### src/rtl/sysid_check_pkg.sv
// Shared types and constants for the system-ID check master.
package sysid_check_pkg;

  localparam int unsigned TMR_W  = 16;
  localparam int unsigned DATA_W = 32;

  localparam logic SYSID_ADDR_ID = 1'b0;
  localparam logic SYSID_ADDR_TS = 1'b1;

  typedef enum logic [2:0] {
    IDLE,
    ID_REQ,
    ID_WAIT,
    TS_REQ,
    TS_WAIT,
    FIN
  } state_e;

  // Word address presented on the bus while in a given state.
  function automatic logic word_addr(input state_e s);
    return (s == TS_REQ || s == TS_WAIT) ? SYSID_ADDR_TS : SYSID_ADDR_ID;
  endfunction

endpackage

### src/rtl/avm_rd_timer.sv
// Per-transaction cycle counter; expired_c flags the last allowed cycle.
module avm_rd_timer
  import sysid_check_pkg::*;
(
  input  logic             clock,
  input  logic             reset,
  input  logic             clear,
  input  logic             enable,
  input  logic [TMR_W-1:0] limit,
  output logic             expired_c
);

  logic [TMR_W-1:0] cnt_q;
  logic [TMR_W-1:0] cnt_d;

  always_ff @(posedge clock or posedge reset) begin
    if (reset) cnt_q <= '0;
    else       cnt_q <= cnt_d;
  end

  // The count including the current cycle is cnt_q+1; expiry when it equals limit-1.
  always_comb begin
    cnt_d     = cnt_q;
    expired_c = 1'b0;
    if (clear) begin
      cnt_d = '0;
    end else if (enable) begin
      cnt_d     = cnt_q + TMR_W'(1);
      expired_c = (cnt_q == limit - TMR_W'(2));
    end
  end

endmodule

### src/rtl/sysid_check_master.sv
// Avalon-MM read master checking the system-ID slave against build-time values.
// Define SYSID_TS_CHECK_EN to also read and compare the build timestamp (word 1).
module sysid_check_master
  import sysid_check_pkg::*;
#(
  parameter logic [31:0] EXPECTED_ID    = 32'd0,
`ifdef SYSID_TS_CHECK_EN
  parameter logic [31:0] EXPECTED_TS    = 32'd1521151335,
`endif
  parameter int unsigned TIMEOUT_CYCLES = 256
) (
  input  logic        clock,
  input  logic        reset,
  input  logic        start,
  output logic        busy,
  output logic        done,
  output logic        id_ok,
  output logic        ts_ok,
  output logic        timeout_err,
  output logic [31:0] id_value,
  output logic        avm_address,
  output logic        avm_read,
  input  logic        avm_waitrequest,
  input  logic [31:0] avm_readdata,
  input  logic        avm_readdatavalid
);

  state_e            state_q, state_d;
  logic              busy_q, busy_d;
  logic              done_q, done_d;
  logic              id_ok_q, id_ok_d;
  logic              timeout_err_q, timeout_err_d;
  logic [DATA_W-1:0] id_value_q, id_value_d;
  logic              avm_read_q, avm_read_d;
  logic              tmr_clear, tmr_enable, tmr_expired_c;

  avm_rd_timer u_timer (
    .clock     (clock),
    .reset     (reset),
    .clear     (tmr_clear),
    .enable    (tmr_enable),
    .limit     (TMR_W'(TIMEOUT_CYCLES)),
    .expired_c (tmr_expired_c)
  );

`ifdef SYSID_TS_CHECK_EN
  logic ts_ok_q, ts_ok_d;
  logic avm_address_q, avm_address_d;

  always_ff @(posedge clock or posedge reset) begin
    if (reset) begin
      ts_ok_q       <= 1'b0;
      avm_address_q <= 1'b0;
    end else begin
      ts_ok_q       <= ts_ok_d;
      avm_address_q <= avm_address_d;
    end
  end

  assign ts_ok       = ts_ok_q;
  assign avm_address = avm_address_q;
`else
  assign ts_ok       = 1'b0;
  assign avm_address = SYSID_ADDR_ID;
`endif

  always_ff @(posedge clock or posedge reset) begin
    if (reset) begin
      state_q       <= IDLE;
      busy_q        <= 1'b0;
      done_q        <= 1'b0;
      id_ok_q       <= 1'b0;
      timeout_err_q <= 1'b0;
      id_value_q    <= '0;
      avm_read_q    <= 1'b0;
    end else begin
      state_q       <= state_d;
      busy_q        <= busy_d;
      done_q        <= done_d;
      id_ok_q       <= id_ok_d;
      timeout_err_q <= timeout_err_d;
      id_value_q    <= id_value_d;
      avm_read_q    <= avm_read_d;
    end
  end

  always_comb begin
    state_d       = state_q;
    id_ok_d       = id_ok_q;
    timeout_err_d = timeout_err_q;
    id_value_d    = id_value_q;
    tmr_clear     = 1'b0;
    tmr_enable    = (state_q == ID_REQ) || (state_q == ID_WAIT) ||
                    (state_q == TS_REQ) || (state_q == TS_WAIT);
`ifdef SYSID_TS_CHECK_EN
    ts_ok_d       = ts_ok_q;
`endif

    case (state_q)
      IDLE: begin
        if (start) begin
          id_ok_d       = 1'b0;
          timeout_err_d = 1'b0;
`ifdef SYSID_TS_CHECK_EN
          ts_ok_d       = 1'b0;
`endif
          tmr_clear     = 1'b1;
          state_d       = ID_REQ;
        end
      end
      // Request phase: the timeout wins over a late acceptance.
      ID_REQ: begin
        if (tmr_expired_c) begin
          timeout_err_d = 1'b1;
          state_d       = FIN;
        end else if (!avm_waitrequest) begin
          state_d = ID_WAIT;
        end
      end
      // Data phase: data on the timeout cycle is still taken.
      ID_WAIT: begin
        if (avm_readdatavalid) begin
          id_value_d = avm_readdata;
          id_ok_d    = (avm_readdata == EXPECTED_ID);
`ifdef SYSID_TS_CHECK_EN
          tmr_clear  = 1'b1;
          state_d    = TS_REQ;
`else
          state_d    = FIN;
`endif
        end else if (tmr_expired_c) begin
          timeout_err_d = 1'b1;
          state_d       = FIN;
        end
      end
`ifdef SYSID_TS_CHECK_EN
      TS_REQ: begin
        if (tmr_expired_c) begin
          timeout_err_d = 1'b1;
          state_d       = FIN;
        end else if (!avm_waitrequest) begin
          state_d = TS_WAIT;
        end
      end
      TS_WAIT: begin
        if (avm_readdatavalid) begin
          ts_ok_d = (avm_readdata == EXPECTED_TS);
          state_d = FIN;
        end else if (tmr_expired_c) begin
          timeout_err_d = 1'b1;
          state_d       = FIN;
        end
      end
`endif
      FIN:     state_d = IDLE;
      default: state_d = IDLE;
    endcase

    busy_d     = (state_d != IDLE);
    done_d     = (state_q == FIN);
    avm_read_d = (state_d == ID_REQ) || (state_d == TS_REQ);
`ifdef SYSID_TS_CHECK_EN
    avm_address_d = word_addr(state_d);
`endif
  end

  assign busy        = busy_q;
  assign done        = done_q;
  assign id_ok       = id_ok_q;
  assign timeout_err = timeout_err_q;
  assign id_value    = id_value_q;
  assign avm_read    = avm_read_q;

endmodule

### config.mk
export PLATFORM = sky130hd
export DESIGN_NAME = sysid_check_master
export DESIGN_NICKNAME = d
export VERILOG_FILES = /design/src/rtl/sysid_check_pkg.sv /design/src/rtl/avm_rd_timer.sv /design/src/rtl/sysid_check_master.sv
export SDC_FILE = /design/constraint.sdc
export NUM_CORES = 1
export LEC_CHECK = 0
export ABC_AREA = 1
export ABC_CLOCK_PERIOD_IN_PS = 2680
export CAP_MARGIN = 10
export CORE_MARGIN = 3
export CORE_UTILIZATION = 45
export DETAILED_ROUTE_END_ITERATION = 12
export PLACE_DENSITY = 0.84
export RECOVER_POWER = 100
export SYNTH_ARGS = -nofsm -noshare
export SYNTH_HDL_FRONTEND = slang
export SYNTH_SLANG_ARGS = --single-unit
### constraint.sdc
create_clock -name clock -period 2.68 [get_ports clock]
set_input_delay 0.804 -clock clock [delete_from_list [all_inputs] [get_ports clock]]
set_output_delay 0.804 -clock clock [all_outputs]
set_load 0.005 [all_outputs]
==> impl_results.html <==
<table>
<tr><th>Metric</th><th>Value</th></tr>
<tr><th colspan="2">Run status</th></tr>
<tr><td>Status</td><td>complete, no violations</td></tr>
<tr><th colspan="2">Worst setup path</th></tr>
<tr><td>Critical Path Most Common Cell</td><td>nand2_1</td></tr>
<tr><td>Top delay family on crit path</td><td>buffers and inverters</td></tr>
<tr><td>Internal reg-to-reg setup slack</td><td>0.92 ns</td></tr>
<tr><td>CP Buf/Inv Count</td><td>2</td></tr>
<tr><td>Path length in cells of the critical path</td><td>6</td></tr>
<tr><td>Worst reg2reg path depth</td><td>7</td></tr>
<tr><td>Cell chain of the critical path</td><td>dlygate4sd3_1 &gt; nand3_2 &gt; clkbuf_2 &gt; nand2_1 &gt; nand2_1 &gt; o21ai_1</td></tr>
<tr><td>Type of element capturing the critical path</td><td>flop</td></tr>
<tr><td>Library cell contributing the largest single delay on the critical path</td><td>dlygate4sd3_1</td></tr>
<tr><td>Endpoint required time on the critical path</td><td>2.91 ns</td></tr>
<tr><td>Critical Path End</td><td>id_ok</td></tr>
<tr><td>Origin of the critical flop-to-flop path</td><td>state_q[1]</td></tr>
<tr><td>CP Class</td><td>in2reg</td></tr>
<tr><td>Startpoint of the most critical setup path</td><td>avm_readdatavalid</td></tr>
<tr><td>Worst Setup Start Kind</td><td>primary input</td></tr>
<tr><td>Arrival @ worst endpoint</td><td>2.42 ns</td></tr>
<tr><td>Largest fanout on the critical path</td><td>32</td></tr>
<tr><td>CP peak stage delay</td><td>0.57 ns</td></tr>
<tr><td>Worst reg2reg endpoint</td><td>id_ok</td></tr>
<tr><th colspan="2">Clock tree</th></tr>
<tr><td>Root buffer selected by CTS</td><td>clkbuf_8</td></tr>
<tr><td>Clock buffers created by TritonCTS</td><td>5</td></tr>
<tr><td>Latest clock arrival within the worst-skew pair</td><td>0.31 ns</td></tr>
<tr><td>Number of clock sinks</td><td>56</td></tr>
<tr><td>Hold buffer count at CTS</td><td>0</td></tr>
<tr><td>H-tree depth</td><td>2</td></tr>
<tr><td>Count of cells resized by post-cts repair</td><td>0</td></tr>
<tr><td>Post-CTS Setup Bufs</td><td>0</td></tr>
<tr><td>CTS tree</td><td>yes</td></tr>
<tr><td>Number of buffers between clock root and the deepest sink</td><td>2</td></tr>
<tr><td>Clock transition at path regs</td><td>0.10 ns</td></tr>
<tr><th colspan="2">Pwr</th></tr>
<tr><td>Final Power</td><td>0.00302 W</td></tr>
<tr><td>Pwr/cell area</td><td>832 nW/um^2</td></tr>
<tr><td>Worst ir drop on vdd</td><td>0.000463 V</td></tr>
<tr><td>Leak Pwr</td><td>1.90 nW</td></tr>
<tr><th colspan="2">Die</th></tr>
<tr><td>Starting utilization of the core area</td><td>48.4%</td></tr>
<tr><td>Die height</td><td>84.4 um</td></tr>
<tr><td>Die extent in x</td><td>84.4 um</td></tr>
<tr><td>Total Die Area</td><td>7120 um^2</td></tr>
<tr><td>Cell row count</td><td>27</td></tr>
<tr><td>I/O pin total</td><td>76</td></tr>
<tr><td>Total core area</td><td>5710 um^2</td></tr>
<tr><th colspan="2">Synthesis</th></tr>
<tr><td>Average cell area after synthesis</td><td>7.41 um^2</td></tr>
<tr><td>Post-synthesis sequential area ratio</td><td>50.7%</td></tr>
<tr><td>Synthesized flop and latch total</td><td>56</td></tr>
<tr><td>Library cells used by synthesis</td><td>25</td></tr>
<tr><td>Netlist area before placement</td><td>2770 um^2</td></tr>
<tr><td>Post-synthesis instance total</td><td>373</td></tr>
<tr><td>Total number of yosys warnings</td><td>0</td></tr>
<tr><th colspan="2">STA</th></tr>
<tr><td>Final clock skew</td><td>0.00543 ns</td></tr>
<tr><td>Period minus WS final</td><td>2.19 ns</td></tr>
<tr><td>Highest attainable clock frequency</td><td>457 MHz</td></tr>
<tr><td>Fin. max-slew vios</td><td>0</td></tr>
<tr><td>Final hold slack</td><td>0.485 ns</td></tr>
<tr><td>RSZ-0062 raised after global routing</td><td>no</td></tr>
<tr><td>Portion of the clock cycle consumed by the worst path in the final layout</td><td>81.7%</td></tr>
<tr><td>Final total negative setup slack</td><td>0 ns</td></tr>
<tr><td>Number of endpoints failing setup at the final stage</td><td>0</td></tr>
<tr><td>Final hold violations</td><td>0</td></tr>
<tr><td>Worst slew margin</td><td>51.7%</td></tr>
<tr><td>Worst-margin pin slew</td><td>0.723 ns</td></tr>
<tr><th colspan="2">Final layout</th></tr>
<tr><td>Final Non-Filler Cells</td><td>518</td></tr>
<tr><td>Antenna diode count</td><td>0</td></tr>
<tr><td>Layout net count</td><td>484</td></tr>
<tr><td>P&amp;R area growth vs syn</td><td>31.4%</td></tr>
<tr><td>Fill cell count</td><td>498</td></tr>
<tr><td>Sequential cell area</td><td>1400 um^2</td></tr>
<tr><td>Layout cell share with drive strength beyond 1</td><td>4.26%</td></tr>
<tr><td>Finished layout cell area</td><td>3630 um^2</td></tr>
<tr><td>Area of the multi-input gates</td><td>1130 um^2</td></tr>
<tr><th colspan="2">Placed design</th></tr>
<tr><td>Final HPWL from detailed placement</td><td>4.84 mm</td></tr>
<tr><td>IO Port Bufs</td><td>73</td></tr>
<tr><td>Inst Count DP</td><td>510</td></tr>
<tr><td>Placement Cell Area</td><td>3530 um^2</td></tr>
<tr><td>Final GP Congestion</td><td>0.849</td></tr>
<tr><th colspan="2">Global routing</th></tr>
<tr><td>Initial antenna violation count</td><td>0</td></tr>
<tr><td>Busiest grt layer</td><td>met2</td></tr>
<tr><td>Total congestion overflow</td><td>0</td></tr>
<tr><td>Combined global-route utilization of all metal layers</td><td>19.5%</td></tr>
<tr><td>Number of global-route vias before repair</td><td>2651</td></tr>
<tr><td>Global-route wire length before repair</td><td>11.5 mm</td></tr>
<tr><td>Met2 usage in global routing</td><td>33.1%</td></tr>
<tr><td>Met1 global-route usage</td><td>24.7%</td></tr>
<tr><td>Largest net degree at the start of global routing</td><td>40</td></tr>
<tr><td>Global-route track usage on met3</td><td>5.20%</td></tr>
<tr><th colspan="2">Detailed routing</th></tr>
<tr><td>Iteration-0 DRC Markers</td><td>131</td></tr>
<tr><td>TritonRoute pass-1 iters</td><td>4</td></tr>
<tr><td>Via/cell ratio</td><td>4.88</td></tr>
<tr><td>Total via count after detailed routing</td><td>2530</td></tr>
<tr><td>DRC violation count after routing</td><td>0</td></tr>
<tr><td>Final WL</td><td>6.48 mm</td></tr>
<tr><td>Avg WL per Cell</td><td>12.5 um</td></tr>
<tr><td>Antenna Nets Post-Route</td><td>0</td></tr>
<tr><th colspan="2">Job</th></tr>
<tr><td>Number of max-capacitance violations reported</td><td>0</td></tr>
<tr><th colspan="2">Min path</th></tr>
<tr><td>Min-Delay Path Class</td><td>reg2reg</td></tr>
</table>
## flip-flops by register name, indices dropped and copies added (netlist names)
name	cells
timeout_err	1
done	1
id_value	32
busy	1
state_q	3
u_timer.cnt_q	16
avm_read	1
id_ok	1
## cells in the mapped netlist
| library cell | instances | share of area (%) |
|---|---|---|
| inv_2 | 3 | 0.41 |
| inv_1 | 35 | 4.8 |
| clkbuf_1 | 2 | 0.27 |
| buf_4 | 3 | 0.81 |
| nand3_2 | 1 | 0.36 |
| and2_1 | 1 | 0.23 |
| o22ai_1 | 2 | 0.45 |
| buf_6 | 4 | 1.6 |
| nor3b_1 | 1 | 0.27 |
| nor2_4 | 1 | 0.41 |
| conb_1 | 1 | 0.14 |
| buf_2 | 2 | 0.36 |
| nand4_1 | 7 | 1.6 |
| nand2_1 | 156 | 21 |
| o21ai_0 | 15 | 2.7 |
| ha_1 | 2 | 0.90 |
| nor3_1 | 5 | 0.90 |
| nor2_2 | 3 | 0.68 |
| o21ai_1 | 3 | 0.54 |
| dfrtp_1 | 56 | 51 |
| nand3_1 | 14 | 2.5 |
| a21oi_1 | 5 | 0.90 |
| nor2_1 | 47 | 6.4 |
| nand2_2 | 3 | 0.68 |
| or2_0 | 1 | 0.23 |
## kinds of logic after synthesis
| kind of cell | after synthesis | synth area share (%) |
|---|---|---|
| DFF | 56 | 50.7 |
| buffers and inverters | 49 | 8.24 |
| AOI/OAI and AO/OA | 25 | 4.61 |
| and+or+nand+nor | 240 | 35.4 |
| other | 1 | 0.136 |
| adders and majority gates | 2 | 0.905 |
## layer usage
layer | wire length (um) | part of all wire, % | vias up
li1 | - | - | 1281
met1 | 2960 | 46 | 1178
met2 | 3090 | 48 | 64
met3 | 361 | 5.6 | 7
met4 | 68 | 1.0 | 0
met5 | 0 | 0 | -
## worst reg2reg max path: stages, from the launching register on
cell	delay (ns)
dfrtp_1	0.42
inv_1	0.10
nor2_2	0.12
nand3_2	0.23
clkbuf_2	0.44
nand2_1	0.17
nand2_1	0.06
o21ai_1	0.14
## power breakdown
| group | switching, W | internal (W) | leakage [nW] |
|---|---|---|---|
| Combinational | 0.000611 | 0.000548 | 1.11 |
| Sequential | 0.000184 | 0.00112 | 0.730 |
| Clock | 0.000276 | 0.000283 | 0.0558 |
| Total | 0.00107 | 0.00195 | 1.90 |
## final cells by class
type                    instances  area share [%]
clock buffers                   6            2.00
clock inverters                 2            1.07
inverters                      38            3.93
multi-input cells             269            31.2
flip-flops and latches         56            38.6
well taps                      72            2.48
repair buffers                 75            20.8
## how the worst min path moves through the flow
stage | startpoint | to | slack [ns] | cells past startpoint
3_5_place_dp | id_value[10] | id_value[10] | 0.47 | 2
5_1_grt | id_value[20] | id_value[20] | 0.52 | 2
2_1_floorplan | id_value[0] | id_value[0] | 0.47 | 2
6_report | id_value[10] | id_value[10] | 0.48 | 2
3_3_place_gp | id_value[29] | id_value[29] | 0.46 | 2
4_1_cts | id_value[9] | id_value[9] | 0.50 | 2
## cells in the final DEF (no fill, tap or decap), types with 2 or more instances in the layout
cell type / synthesis / routed
nor2_2: 3 / 3
nor2_1: 47 / 48
o21ai_0: 15 / 16
ha_1: 2 / 2
clkdlybuf4s50_1: 0 / 32
nand4_1: 7 / 7
nand2_2: 3 / 3
nand3_1: 14 / 14
conb_1: 1 / 2
nand2_1: 156 / 156
o22ai_1: 2 / 2
o21ai_1: 3 / 2
dfrtp_1: 56 / 56
inv_1: 35 / 35
dlygate4sd3_1: 0 / 41
a21oi_1: 5 / 5
clkbuf_8: 0 / 5
inv_2: 3 / 3
nor3_1: 5 / 5
## through the flow
stage / setup slack [ns] / utilization (%)
final: 0.490 / 63.6
after detailed placement: 0.420 / 61.9
after global placement: 0.499 / 61.9
after floorplan: 0.505 / -
after CTS: 0.651 / 63.8
after global routing: 0.305 / 63.6
Power figures use the tool's default switching activity.
==> patch 1, RTL diff (same flow settings) <==
Register the output `timeout_err` once more, with the module's reset; this adds one clock of latency there. The other outputs are not delayed to match.
--- a/src/rtl/sysid_check_master.sv
+++ b/src/rtl/sysid_check_master.sv
@@ -167,7 +167,13 @@
   assign busy        = busy_q;
   assign done        = done_q;
   assign id_ok       = id_ok_q;
-  assign timeout_err = timeout_err_q;
+  always_ff @(posedge clock or posedge reset) begin
+    if (reset) begin
+      timeout_err <= '0;
+    end else begin
+      timeout_err <= timeout_err_q;
+    end
+  end
   assign id_value    = id_value_q;
   assign avm_read    = avm_read_q;
 
Function: no difference found for any inputs over 10 cycles, from zero or initial values and one cycle with reset high; that may be too few to reach the edited logic, so the function may still have changed.
==> patch 1 against the original RTL <==
- worst setup slack lost 0.016 ns
- final area up 3.3%
- area after synthesis up 0.90%
- wire length increased by 4.2%
- power increased by 12%
- critical path depth shrank 1
- sequential share of layout area shrank 0.58 points
- sequential cell count up 1
- clock skew rose by 0.0048 ns
- cell count increased by 2.3%
==> patch 1: results <==
[setup_path]
r2r-start = "state_q[0]"
setup.worst_path.end = "id_value[17]"
critPathLaunch = "avm_readdatavalid"
cp_max_fo = 33
max_stage_delay_ns = 0.50
reg2reg_setup_slack_ns = 0.81
cp.arrival_ns = 2.38
critPathSlowestCell = "clkbuf_2"

[place]
routabilityCongestion = 0.8330
dp.final_hpwl_um = 4939
place_ws_ns = 0.4602
port_buffers = 73
placed_cell_area_um2 = 3561
place_inst = 514

[status]
status = "completed"

[timing]
tightest_slew_ns = 1.397
setup_slack_ns = 0.4740
clock_skew_ns = 0.01027

[route]
wl_met1_um = 2919
dr_wl_met3_um = 390
avgRoutedWirePerCell_um = 12.75
wl_met2_um = 3376
first_iter_violations = 159
via_per_inst = 4.902

[clocking]
numCtsBuffers = 9
htreeDepth = 3
clkLatencyLatePin_ns = 0.33
path_clk_slew_ns = 0.07

[yosys]
synth_common_cells = "nand2_1 (156), dfrtp_1 (57), nor2_1 (47)"
synth_compound_area_share_pct = 4.574
synth-adder-area-share_pct = 0.8969
ys_top_cells_by_area = "dfrtp_1 (51%), nand2_1 (21%), nor2_1 (6.3%)"
ys_seq_area_share_pct = 51.12
syn_avg_cell_area_um2 = 7.460

[power_and_ir_drop]
p_total_mw = 3.401
ir_worst_vdd_mv = 0.5629
leakage_nw = 1.959
p_int_mw = 2.254
p_clk_share_pct = 26.7

[global_routing]
grt_pass1_wl_um = 11540
grt.total_usage_pct = 19.86
grt_pass1_vias = 2630
grt_max_degree = 58
antenna_found_initial = 0
grt_use_met2_pct = 32.67
grt.met3_usage_pct = 4.907

[final_layout]
nets = 489
stdcell_count = 530
drive_above_1_share_pct = 5.275
fillers = 504
-- patch 1: cell types whose count changed after synthesis, sizes merged --
| cell | change |
|---|---|
| dfrtp | +1 |
-- patch 1: how the worst min path moves through the flow --
stage / from / end / depth (start not counted)
3_3_place_gp: timeout_err_q / timeout_err / 0
5_1_grt: timeout_err_q / timeout_err / 0
6_report: timeout_err_q / timeout_err / 0
2_1_floorplan: timeout_err_q / timeout_err / 0
3_5_place_dp: timeout_err_q / timeout_err / 0
4_1_cts: timeout_err_q / timeout_err / 0
-- patch 1: final cells by class --
| class | instances | area, um^2 | area share, % |
|---|---|---|---|
| clock inverter | 5 | 77.57 | 2.066 |
| tap | 75 | 93.84 | 2.499 |
| inverter | 38 | 142.6 | 3.799 |
| sequential | 57 | 1426 | 37.99 |
| multi-input combinational | 269 | 1122 | 29.89 |
| timing repair buffer | 75 | 740.7 | 19.73 |
| clock buffer | 11 | 151.4 | 4.032 |
==> patch 2, RTL diff (same settings) <==
Without the edit above. The package constant `TMR_W` goes from 16 to 14.
--- a/src/rtl/sysid_check_pkg.sv
+++ b/src/rtl/sysid_check_pkg.sv
@@ -1,7 +1,7 @@
 // Shared types and constants for the system-ID check master.
 package sysid_check_pkg;
 
-  localparam int unsigned TMR_W  = 16;
+  localparam int unsigned TMR_W  = 14;
   localparam int unsigned DATA_W = 32;
 
   localparam logic SYSID_ADDR_ID = 1'b0;
Formal check against the unedited RTL: same outputs for any inputs over 10 cycles, from zero or initial values and one cycle with reset high; that may be too few to reach the edited logic, so the function may still have changed.
==> patch 2 against the original RTL <==
- final area decreased by 4.7%
- largest cell class unchanged
- cell count decreased by 9.7%
- sequential cell count decreased by 2
- count of clock-buffer cells in the layout unchanged
- area after synthesis decreased by 4.6%
- wire length decreased by 9.9%
- worst setup slack improved by 0.018 ns
- critical path depth increased by 1
- power decreased by 6.7%
- critical endpoint unchanged
==> patch 2: results <==
[clocking]
cts_buffer_depth = 2
numCtsBuffers = 5
htreeDepth = 2
cts.repair.resized = 0
cts_root_buf = "clkbuf_8"
post_cts_buffers = 0
path_clk_slew_ns = 0.09
clkLatencyLatePin_ns = 0.29

[yosys]
synth.most_common_cell = "nand2_1"
synthMuxAreaShare_pct = 0.3795
ys_top_cells_by_area = "dfrtp_1 (51%), nand2_1 (12%), inv_1 (7.3%)"
synth_compound_area_share_pct = 9.583
yosysUniqueCellTypes = 30
synth_ff_type = "dfrtp_1"
ys_seq_area_share_pct = 51.23
ys_async_sr_fraction_pct = 100.0
synth-adder-area-share_pct = 0.9488
synth_common_cells = "nand2_1 (84), dfrtp_1 (54), inv_1 (51)"
yosysWarnings = 0
synth_xor_area_share_pct = 0

[status]
status = "completed"

[setup_path]
max_stage_delay_ns = 0.56
critPathTopFamily = "simple AND/OR/NAND/NOR gates"
reg2reg_setup_slack_ns = 0.85
cp.arrival_ns = 2.41
cp_max_fo = 16

[place]
place_ws_ns = 0.3436
port_buffers = 73
placed_cell_area_um2 = 3397
routabilityCongestion = 0.8735
dp.final_hpwl_um = 4498

[final_layout]
largest_reg_flops = 32
nets = 434
drive_above_1_share_pct = 5.556

[timing]
clock_skew_ns = 0.008121
fmax_mhz = 460.3
hold_ws_ns = 0.4741
relSlewSlack_pct = 41.62

[route]
first_iter_violations = 178
via_per_inst = 4.876
dr.pass1.iters = 4
routed_wl_um = 5845

[power_and_ir_drop]
leakage_nw = 1.794
ir_worst_vdd_mv = 0.3437

[global_routing]
grt_pass1_vias = 2207
grt_max_degree = 63
grt_pass1_wl_um = 9528
grt.total_usage_pct = 17.82

[hold_path]
holdCritPathClass = "register to register"
[patch 2: cell families after synthesis]
kind of cell	count (synthesis)
buffers and inverters	67
other	1
DFF	54
and+or+nand+nor	149
AOI/OAI and AO/OA	48
muxes	1
adders and majority gates	2
[patch 2: layout make-up]
type | count | area [um^2]
Tap cell | 72 | 90.09
Multi-Input combinational cell | 202 | 969.7
Clock inverter | 2 | 12.51
Sequential cell | 54 | 1351
Inverter | 57 | 216.5
Timing Repair Buffer | 75 | 739.5
Fill cell | 460 | 2112
Clock buffer | 6 | 82.58
[patch 2: worst register-to-register path: stages (launching register included)]
cell and delay (ns):
dfrtp_1 0.46, nor2_1 0.23, nand3_1 0.51, nand2_1 0.23, clkinv_1 0.10, nor2_1 0.11, nand2_1 0.07, nand2_1 0.06
[patch 2: path summary, 6_finish.rpt]
check | endpoint | cells after the start | start
setup / recovery | id_ok | 7 | start
hold / removal | id_value[14] | 2 | id_value[14]
max in group asynchronous | id_value[23] | 3 | reset
hold reg to reg | id_value[14] | 2 | id_value[14]
min in group asynchronous | u_timer.cnt_q[13] | 2 | reset
setup reg to reg | id_ok | 7 | state_q[1]
[patch 2: metal layers]
layer / track usage (%) / wire [um] / up-vias / share of wire, %
met1: 22.14 / 2516 / 1060 / 43
li1: - / - / 1155 / -
met4: 4.575 / 63 / 0 / 1.1
met3: 2.278 / 417 / 7 / 7.1
met2: 32.53 / 2847 / 60 / 49
met5: 0 / 0 / - / 0
[patch 2: stage by stage]
stage | total power [mW] | std cells
after floorplan | 1.918 | 323
after global placement | 2.481 | 460
after detailed placement | 2.535 | 460
after CTS | 2.996 | 468
after global routing | 3.063 | 468
final | 2.821 | 468
[patch 2: report_power, final]
group | internal (mW) | total (mW) | switching [mW] | leakage (nW)
clock network | 0.208 | 0.455 | 0.247 | 0.0472
registers | 1.09 | 1.24 | 0.155 | 0.702
logic | 0.532 | 1.12 | 0.590 | 1.05
